==> config.mk <==
export PLATFORM = sky130hd
export DESIGN_NAME = led_pwm_multi_flat
export DESIGN_NICKNAME = d
export VERILOG_FILES = /design/src/rtl/led_pkg.sv /design/src/rtl/led_pwm_multi_if.sv /design/src/rtl/led_pwm_chan.sv /design/src/rtl/led_pwm_multi.sv /design/src/flat_wrapper.sv
export SDC_FILE = /design/constraint.sdc
export NUM_CORES = 1
export LEC_CHECK = 0
export ABC_AREA = 1
export BUFFER_PORTS_ARGS = -buffer_cell sky130_fd_sc_hd__buf_2
export CAP_MARGIN = 20
export CORE_ASPECT_RATIO = 1.1
export CORE_UTILIZATION = 65
export DETAILED_ROUTE_END_ITERATION = 8
export PLACE_DENSITY = 0.81
export SYNTH_ARGS = -nofsm -noshare
export SYNTH_HDL_FRONTEND = slang
export SYNTH_SLANG_ARGS = --single-unit
==> constraint.sdc <==
create_clock -name clk -period 7.23 [get_ports clk]
set_clock_uncertainty 0.05 [all_clocks]
set_input_delay 0.3615 -clock clk [delete_from_list [all_inputs] [get_ports clk]]
set_output_delay 0.3615 -clock clk [all_outputs]
set_load 0.05 [all_outputs]
==> src/rtl/led_pkg.sv <==
// led_pkg: shared constants, duty type and channel-geometry helpers for the LED PWM controller
//   WIDTH_DEF     default duty / frame-counter width
//   CLK_PERIOD_NS nominal period of the 4.1 MHz system clock
//   cw_of         channel-select width for a given channel count
//   ofs_of        per-channel phase offset in counter ticks
package led_pkg;
    localparam int WIDTH_DEF = 12;
    localparam int CLK_PERIOD_NS = 244;
    typedef logic [WIDTH_DEF-1:0] duty_t;
    function automatic int cw_of(input int ch);
        return (ch > 1) ? $clog2(ch) : 1;
    endfunction
    function automatic int ofs_of(input int w, input int ch, input int st);
        return (st != 0) ? (1 << w) / ch : 0;
    endfunction
endpackage

==> src/rtl/led_pwm_multi_if.sv <==
// led_pwm_multi_if: duty-write port of the multi-channel LED PWM controller
//   wr_valid/wr_ready  handshake, transfer when both high at a rising edge
//   wr_ch              target channel
//   wr_data            target duty
//   fade_en            ramp (1) or jump (0), sampled on the commit cycle
interface led_pwm_multi_if import led_pkg::*; #(
    parameter int WIDTH = WIDTH_DEF,
    parameter int CHANNELS = 4
) ();
    localparam int CW = cw_of(CHANNELS);
    logic            wr_valid;
    logic            wr_ready;
    logic [CW-1:0]   wr_ch;
    logic [WIDTH-1:0] wr_data;
    logic            fade_en;
    modport master (output wr_valid, wr_ch, wr_data, fade_en, input wr_ready);
    modport slave  (input wr_valid, wr_ch, wr_data, fade_en, output wr_ready);
endinterface

==> src/rtl/led_pwm_chan.sv <==
// led_pwm_chan: one PWM channel with shadow/active duty, frame-boundary commit and optional fade
//   clk, rst      clock, asynchronous active-high reset
//   ph            this channel's phase within the frame
//   commit        high on the last cycle of the frame
//   wr, wr_data   shadow write strobe and value
//   fade_en       ramp active toward shadow by FADE_STEP per commit
//   power         registered PWM output
//   busy          active duty has not yet reached shadow
module led_pwm_chan import led_pkg::*; #(
    parameter int WIDTH = WIDTH_DEF,
    parameter int FADE_STEP = 16
) (
    input  logic             clk,
    input  logic             rst,
    input  logic [WIDTH-1:0] ph,
    input  logic             commit,
    input  logic             wr,
    input  logic [WIDTH-1:0] wr_data,
    input  logic             fade_en,
    output logic             power,
    output logic             busy
);
    localparam logic signed [WIDTH:0] STEP = (WIDTH+1)'(FADE_STEP);
    logic [WIDTH-1:0] shadow, active, nxt;
    logic signed [WIDTH:0] d;
    // one extra bit keeps the signed distance exact; a step is taken only when
    // it cannot pass the target, so the ramp never overshoots or wraps
    always_comb begin
        d = $signed({1'b0, shadow}) - $signed({1'b0, active});
        nxt = (!fade_en || (d <= STEP && d >= -STEP)) ? shadow :
              (d > STEP) ? active + STEP[WIDTH-1:0] : active - STEP[WIDTH-1:0];
    end
    always_ff @(posedge clk or posedge rst) begin
        if (rst) begin
            shadow <= '0;
            active <= '0;
            power  <= 1'b0;
        end else begin
            if (wr) shadow <= wr_data;
            if (commit) active <= nxt;
            power <= ph < active;
        end
    end
    assign busy = active != shadow;
endmodule

==> src/rtl/led_pwm_multi.sv <==
// led_pwm_multi: multi-channel LED PWM with tear-free frame commits, fade and phase stagger
//   clk           system clock
//   globalReset   asynchronous active-high reset
//   bus           duty-write port (slave side)
//   frame_start   high while the frame counter is 0
//   power         registered PWM outputs, one per channel
//   busy          per channel, active duty differs from shadow
module led_pwm_multi import led_pkg::*; #(
    parameter int WIDTH = WIDTH_DEF,
    parameter int CHANNELS = 4,
    parameter int STAGGER = 1,
    parameter int FADE_STEP = 16
) (
    input  logic                clk,
    input  logic                globalReset,
    led_pwm_multi_if.slave      bus,
    output logic                frame_start,
    output logic [CHANNELS-1:0] power,
    output logic [CHANNELS-1:0] busy
);
    localparam int CW = cw_of(CHANNELS);
    localparam int OFS = ofs_of(WIDTH, CHANNELS, STAGGER);
    logic [WIDTH-1:0] cnt;
    logic commit, wr_fire;
    always_ff @(posedge clk or posedge globalReset) begin
        if (globalReset) cnt <= '0;
        else cnt <= cnt + 1'b1;
    end
    // writes are refused on the commit cycle so a shadow update never races the commit
    assign commit = &cnt;
    assign frame_start = cnt == '0;
    assign bus.wr_ready = !commit;
    assign wr_fire = bus.wr_valid && !commit;
    for (genvar k = 0; k < CHANNELS; k++) begin : g_ch
        logic [WIDTH-1:0] ph;
        assign ph = cnt + WIDTH'(k * OFS);
        led_pwm_chan #(.WIDTH(WIDTH), .FADE_STEP(FADE_STEP)) u_chan (
            .clk     (clk),
            .rst     (globalReset),
            .ph      (ph),
            .commit  (commit),
            .wr      (wr_fire && (CHANNELS == 1 || bus.wr_ch == CW'(k))),
            .wr_data (bus.wr_data),
            .fade_en (bus.fade_en),
            .power   (power[k]),
            .busy    (busy[k])
        );
    end
endmodule

==> src/flat_wrapper.sv <==
// flat-port wrapper written by rule: the top's interface ports become plain ports
module led_pwm_multi_flat import led_pkg::*;
#(
    parameter int WIDTH = WIDTH_DEF,
    parameter int CHANNELS = 4,
    parameter int STAGGER = 1,
    parameter int FADE_STEP = 16
)
  (clk, globalReset, frame_start, power, busy, bus_wr_valid, bus_wr_ch, bus_wr_data, bus_fade_en, bus_wr_ready);
  led_pwm_multi_if #(.WIDTH(WIDTH), .CHANNELS(CHANNELS)) bus_i ();
  input  logic clk;
  input  logic globalReset;
  output logic frame_start;
  output logic [CHANNELS-1:0] power;
  output logic [CHANNELS-1:0] busy;
  input wire logic [$bits(bus_i.wr_valid)-1:0] bus_wr_valid;
  input wire logic [$bits(bus_i.wr_ch)-1:0] bus_wr_ch;
  input wire logic [$bits(bus_i.wr_data)-1:0] bus_wr_data;
  input wire logic [$bits(bus_i.fade_en)-1:0] bus_fade_en;
  output wire logic [$bits(bus_i.wr_ready)-1:0] bus_wr_ready;
  assign bus_i.wr_valid = bus_wr_valid;
  assign bus_i.wr_ch = bus_wr_ch;
  assign bus_i.wr_data = bus_wr_data;
  assign bus_i.fade_en = bus_fade_en;
  assign bus_wr_ready = bus_i.wr_ready;
  led_pwm_multi #(.WIDTH(WIDTH), .CHANNELS(CHANNELS), .STAGGER(STAGGER), .FADE_STEP(FADE_STEP)) u_core (.clk(clk), .globalReset(globalReset), .bus(bus_i), .frame_start(frame_start), .power(power), .busy(busy));
endmodule
After elaboration in Yosys (flattened, before gate mapping)
Index checks and enable logic that the tools add are counted.

cells by class
  $add $sub $neg = 16
  $mul = 0
  divide/modulo/power cells = 0
  order comparisons = 16
  eq/ne operators = 7
  shift-type cells = 0
  mux-type cells = 8
  bitwise logic cells = 0
  reduce and logical (&&, ||, !) cells = 18

operator list
  kind                                                                                   number
  12-bit 2-to-1 mux                                                                      8
  13-bit by 5-bit greater-or-equal comparator with 1-bit output (second input constant)  4
  13-bit by 6-bit greater-than comparator with 1-bit output (second input constant)      4
  13-bit by 6-bit <= comparator with 1-bit output (second input constant)                4
  12-bit by 12-bit subtractor with 13-bit output                                         4
  12-bit by 5-bit adder with 12-bit output (second input constant)                       4
  12-bit < comparator                                                                    4
  12-bit != test                                                                         4
  12-bit by 5-bit subtractor with 12-bit output (second input constant)                  4
  12-bit adder (second input constant)                                                   2
  12-bit by 1-bit adder with 12-bit output (second input constant)                       1
  12-bit by 11-bit adder with 12-bit output (second input constant)                      1
  12-bit logical NOT                                                                     1
  12-bit AND reduction                                                                   1
  1-bit logical AND                                                                      9
  2-bit == test (second input constant)                                                  2
  1-bit logical OR                                                                       4
  2-bit by 1-bit == test with 1-bit output (second input constant)                       1
  1-bit logical NOT                                                                      2
  2-bit logical NOT                                                                      1

word-level totals
  flip-flop bits (word level) = 112
  bits in latches = 0
  memory bits (writable) = 0
  memory bits (read-only) = 0
  input bits = 18
  output and inout bits = 10
  word-level logic and storage cells = 78
  memories kept = 0

Depth between registers and ports, before layout
  depth after elaboration = 5
  depth in mapped cells = 28
  mapped depth without buffers = 28

Cells and area by module
From an unflattened synthesis, not the netlist that was laid out.

unflattened totals
  cells, all modules = 1,440
  area, all modules = 10,535.1 um^2

modules (own cells, without submodules)
  module                                     instances  cells each  area each (um^2)  sequential area each (um^2)
  led_pwm_chan at u_core.g_ch[0].u_chan ...  3          333         2,443.6           625.6
  led_pwm_chan at u_core.g_ch[1].u_chan      1          352         2,486.1           625.6
  led_pwm_multi                              1          89          718.2             300.3

Least setup slack after synthesis
No wires, ideal clock.

  path type = flip-flop to flip-flop
  start point = reg u_core.g_ch[0].u_chan.shadow[0]
  end point = reg u_core.g_ch[0].u_chan.active[10]
  setup time = 118 ps
  data arrival time = 3,125 ps
  required time = 7,062 ps
  path slack = 3,937 ps
  stages on the path, launching flop included = 24
  buffers on the path = 0
  clock period less this slack = 3,293 ps
  path through = dfrtp_1 inv_1 ha_1 inv_1 fa_1 nor2_1 nand2_1 nor2_1 nand3_1 nand2_1 nand2_1 nor2_1 nand4_1 nand2_2 ha_1 a21oi_1 inv_1 a31oi_1 o21ai_0 a21oi_1 xor2_1 nand3_1 nand3_1 nand2_1

between the ends
  word-level cells in the longest chain between the ends = 5
  elaborated cells on any way between the ends = 8
  classes of those cells = 1 x add/sub; 3 x order compare; 2 x mux; 2 x reduce/logical

ends and longest elaborated chain
  element                                                                                                                           line                RTL
  start: declaration                                                                                                                led_pwm_chan.sv:24  logic [WIDTH-1:0] shadow, active, nxt;
  start signal: assignment                                                                                                          led_pwm_chan.sv:39  if (wr) shadow <= wr_data;
  12-bit by 12-bit subtractor with 13-bit output (*)                                                                                led_pwm_chan.sv:29  d = $signed({1'b0, shadow}) - $signed({1'b0, active});
  13-bit by 6-bit <= comparator with 1-bit output or 13-bit by 5-bit greater-or-equal comparator with 1-bit output (tied branches)  led_pwm_chan.sv:30  nxt = (!fade_en || (d <= STEP && d >= -STEP)) ? shadow :
  1-bit logical AND                                                                                                                 led_pwm_chan.sv:30
  1-bit logical OR                                                                                                                  led_pwm_chan.sv:30
  12-bit 2-to-1 mux (*)                                                                                                             led_pwm_chan.sv:30
  end signal: assignment                                                                                                            led_pwm_chan.sv:40  if (commit) active <= nxt;
  end: declaration                                                                                                                  led_pwm_chan.sv:24

Every way passes the cells marked *; elsewhere a longest branch is shown, timed or not.
A chain may end at the register's enable or synchronous reset.

Worst setup path in the final report
  start point = reg u_core.g_ch[1].u_chan.shadow[0]
  end point = reg u_core.g_ch[1].u_chan.active[10]

between the ends
  word-level cells in the longest chain between the ends = 5
  elaborated cells on any way between the ends = 8
  classes of those cells = 1 x add/sub; 3 x order compare; 2 x mux; 2 x reduce/logical

ends and longest elaborated chain
  element                                                                                                                           line
  start: declaration                                                                                                                led_pwm_chan.sv:24
  start signal: assignment                                                                                                          led_pwm_chan.sv:39
  12-bit by 12-bit subtractor with 13-bit output (*)                                                                                led_pwm_chan.sv:29
  13-bit by 6-bit <= comparator with 1-bit output or 13-bit by 5-bit greater-or-equal comparator with 1-bit output (tied branches)  led_pwm_chan.sv:30
  1-bit logical AND                                                                                                                 led_pwm_chan.sv:30
  1-bit logical OR                                                                                                                  led_pwm_chan.sv:30
  12-bit 2-to-1 mux (*)                                                                                                             led_pwm_chan.sv:30
  end signal: assignment                                                                                                            led_pwm_chan.sv:40
  end: declaration                                                                                                                  led_pwm_chan.sv:24

Marked as above.

==> out/results.tsv <==
metric	value	unit
status	finished clean	
rsz0062_at_grt	false	
power.density	158	nW/um^2
cts_resized	0	
antenna_found_initial	0	
grt_overflow_total	0	
seq_area_frac_synth	27.3	%
die_x	122	um
peakVddDrop	0.131	mV
track_usage	33.1	%
met3_length	1300	um
vias	9512	
tightest_slew	1.07	ns
avgSynthCellArea	6.90	um^2
ios	28	
num_rows	47	
hold_viol_final	0	
synth.distinct_cells	39	
drt_iter0_markers	690	
wl_met1	11500	um
crit_path_end_kind	flip-flop	
clock_power_share	33.6	%
port_buffers	27	
fin_util	70.6	%
drive_above_1_share	6.33	%
crit_path_max_fanout	10	
setup_tns	0	ns
yosysTopAreaCellShare	27.3	%
syn2layout_area_growth	4.85	%
grt_pass1_wl	42400	um
final_cell_count_no_fill	1696	
async_reset_ff_share	100	%
detail-route-antenna-nets	0	
grt_pass1_vias	8910	
synth_area_leaders	dfrtp_1 (27%), nand2_1 (17%), ha_1 (15%)	
core_area	15200	um^2
cts_tree	built	
grt_max_degree	71	
p_leak	0.00613	uW
p_seq_share	41.9	%
min_period	3.80	ns
p_int	1130	uW
switching_share	33.9	%
die_height	134	um
max_freq	0.263	GHz
post_cts_buffers	0	
diodes	0	
wl	25300	um
syn_inst	1488	
synth-edff-count	0	
worst_setup_path_start_kind	flip-flop	
crit_type	flip-flop to flip-flop	
crit_arrival	4.01	ns
drc_errors	0	
wl_per_cell	14.9	um
cap_violations	0	
dr.pass1.iters	5	
finalMaxSlewViolations	0	
gp_congestion	0.926	
dr_wl_met2	12000	um
topRoutingLayerUsed	met4	
ys_warn_count	0	
dieArea	16300	um^2
nets	1645	
hp-class	primary input to asynchronous set/reset pin	
dp_cells	1680	
period_share	52.5	%
cts.sinks	112	
path_clk_slew	0.08	ns
synthFlopType	dfrtp_1	
finalSetupViolCount	0	
numCtsBuffers	9	
switchingPower	578	uW
crit_required	7.44	ns
slew_headroom	28.8	%
cts.htree.levels	3	
via_per_inst	5.61	
insertion_delay	0.36	ns
netlist_area	10300	um^2
dp_hpwl	19000	um
ys_ff_latch	112	
cts_hold_buf	0	
cts-root-buf	clkbuf_16	
start_util	67.4	%
clock_path_buffers	2	
synth_fp_nets	1638	
yosysTopAreaCell	dfrtp_1	
combPwrFrac	24.5	%
[Yosys cell counts (all sizes together), types with 11 or more instances]
library cell	n
nand4	22
nor3	13
xnor2	12
xor2	21
inv	227
a21oi	75
nor2	80
dfrtp	112
ha	124
nand3b	11
o21ai	80
buf	26
nand2	495
nand3	146
[flip-flops by register name, indices dropped and copies added (netlist names)]
| signal | count |
|---|---|
| u_core.g_ch.u_chan.power | 4 |
| u_core.g_ch.u_chan.active | 48 |
| u_core.cnt | 12 |
| u_core.g_ch.u_chan.shadow | 48 |
[routing by layer]
layer  vias up  track usage [%]
li1       4812                -
met1      4398             44.5
met2       264             54.7
met3        38             3.66
met4         0             12.3
met5         -                0
[path summary, 6_finish.rpt]
check,startpoint,to,slack (ns),cells past startpoint
worst min-delay path,globalReset,u_core.g_ch[1].u_chan.shadow[10],0.01,2
worst max-delay path,u_core.g_ch[1].u_chan.shadow[0],u_core.g_ch[1].u_chan.active[10],3.43,25
worst min register to register,u_core.g_ch[2].u_chan.active[1],u_core.g_ch[2].u_chan.active[1],0.43,2
min in group clk,bus_wr_data[3],u_core.g_ch[1].u_chan.shadow[3],0.30,3
worst max register to register,u_core.g_ch[1].u_chan.shadow[0],u_core.g_ch[1].u_chan.active[10],3.43,25
max in group asynchronous,globalReset,u_core.g_ch[0].u_chan.shadow[4],5.83,3
[critical path, stage by stage (launching register included)]
cell     delay, ns
dfrtp_1       0.40
inv_1         0.10
ha_1          0.15
inv_1         0.07
fa_1          0.41
nand3_1       0.10
nand3_1       0.14
nand2_1       0.11
nand2_1       0.07
nand2_1       0.06
nand2_1       0.06
inv_1         0.05
nand2_1       0.04
nor2_1        0.15
nand2_2       0.10
nand2_4       0.15
ha_1          0.31
a21oi_1       0.17
inv_1         0.05
a31oi_1       0.23
o21ai_0       0.14
a21oi_1       0.17
xor2_1        0.15
nand3_1       0.08
nand3_1       0.13
nand2_1       0.06
[cell families after synthesis]
group                    Yosys count  synth area share (%)
AO/OA/AOI/OAI                    183                  9.61
XOR/XNOR                          33                  2.82
adder cells (fa/ha/maj)          132                  16.7
buffers and inverters            259                  10.6
flip-flops                       112                  27.3
AND/OR/NAND/NOR                  769                  33.0
[through the flow]
step | area (um^2) | power, uW | worst slack (ns) | hold slack [ns]
6_report | 10800 | 1700 | 3.43 | 0.0126
5_1_grt | 10800 | 1810 | 2.97 | 0.0587
4_1_cts | 10800 | 1700 | 3.48 | 0.0356
3_5_place_dp | 10400 | 1140 | 3.51 | 0.408
3_3_place_gp | 10400 | 1120 | 3.59 | 0.404
2_1_floorplan | 10300 | 1040 | 3.86 | 0.392
[power by group through the flow]
| stage | logic [uW] | clock network, uW | registers (uW) |
|---|---|---|---|
| 2_1_floorplan | 329 | 0 | 709 |
| 3_3_place_gp | 401 | 0 | 723 |
| 3_5_place_dp | 411 | 0 | 724 |
| 4_1_cts | 413 | 577 | 713 |
| 5_1_grt | 483 | 605 | 720 |
| 6_report | 417 | 573 | 714 |
[cell usage in the layout (no fill, tap or decap), types with 8 or more instances in the layout]
master     Yosys  final
nand2_1      467    467
inv_1        220    219
nand3_1      143    143
ha_1         124    124
dfrtp_1      112    112
nor2_1        75     75
a21oi_1       73     73
o21ai_1       41     41
o21ai_0       39     39
buf_2          4     27
nand4_1       21     21
xor2_1        21     21
nand2_2       17     17
xnor2_1       12     12
nand2_4       11     11
nand3b_1      11     11
nor3_1        10     10
clkbuf_16      0      9
a31oi_1        8      8
fa_1           8      8
[final cells by class]
class	count	area [um^2]
clock buffer	9	225
timing repair buffer	28	143
inverter	227	857
multi-input combinational	1117	6370
clock inverter	7	113
tap	196	245
fill	1312	4470
sequential	112	2800
(Power assumes the default switching activity.)
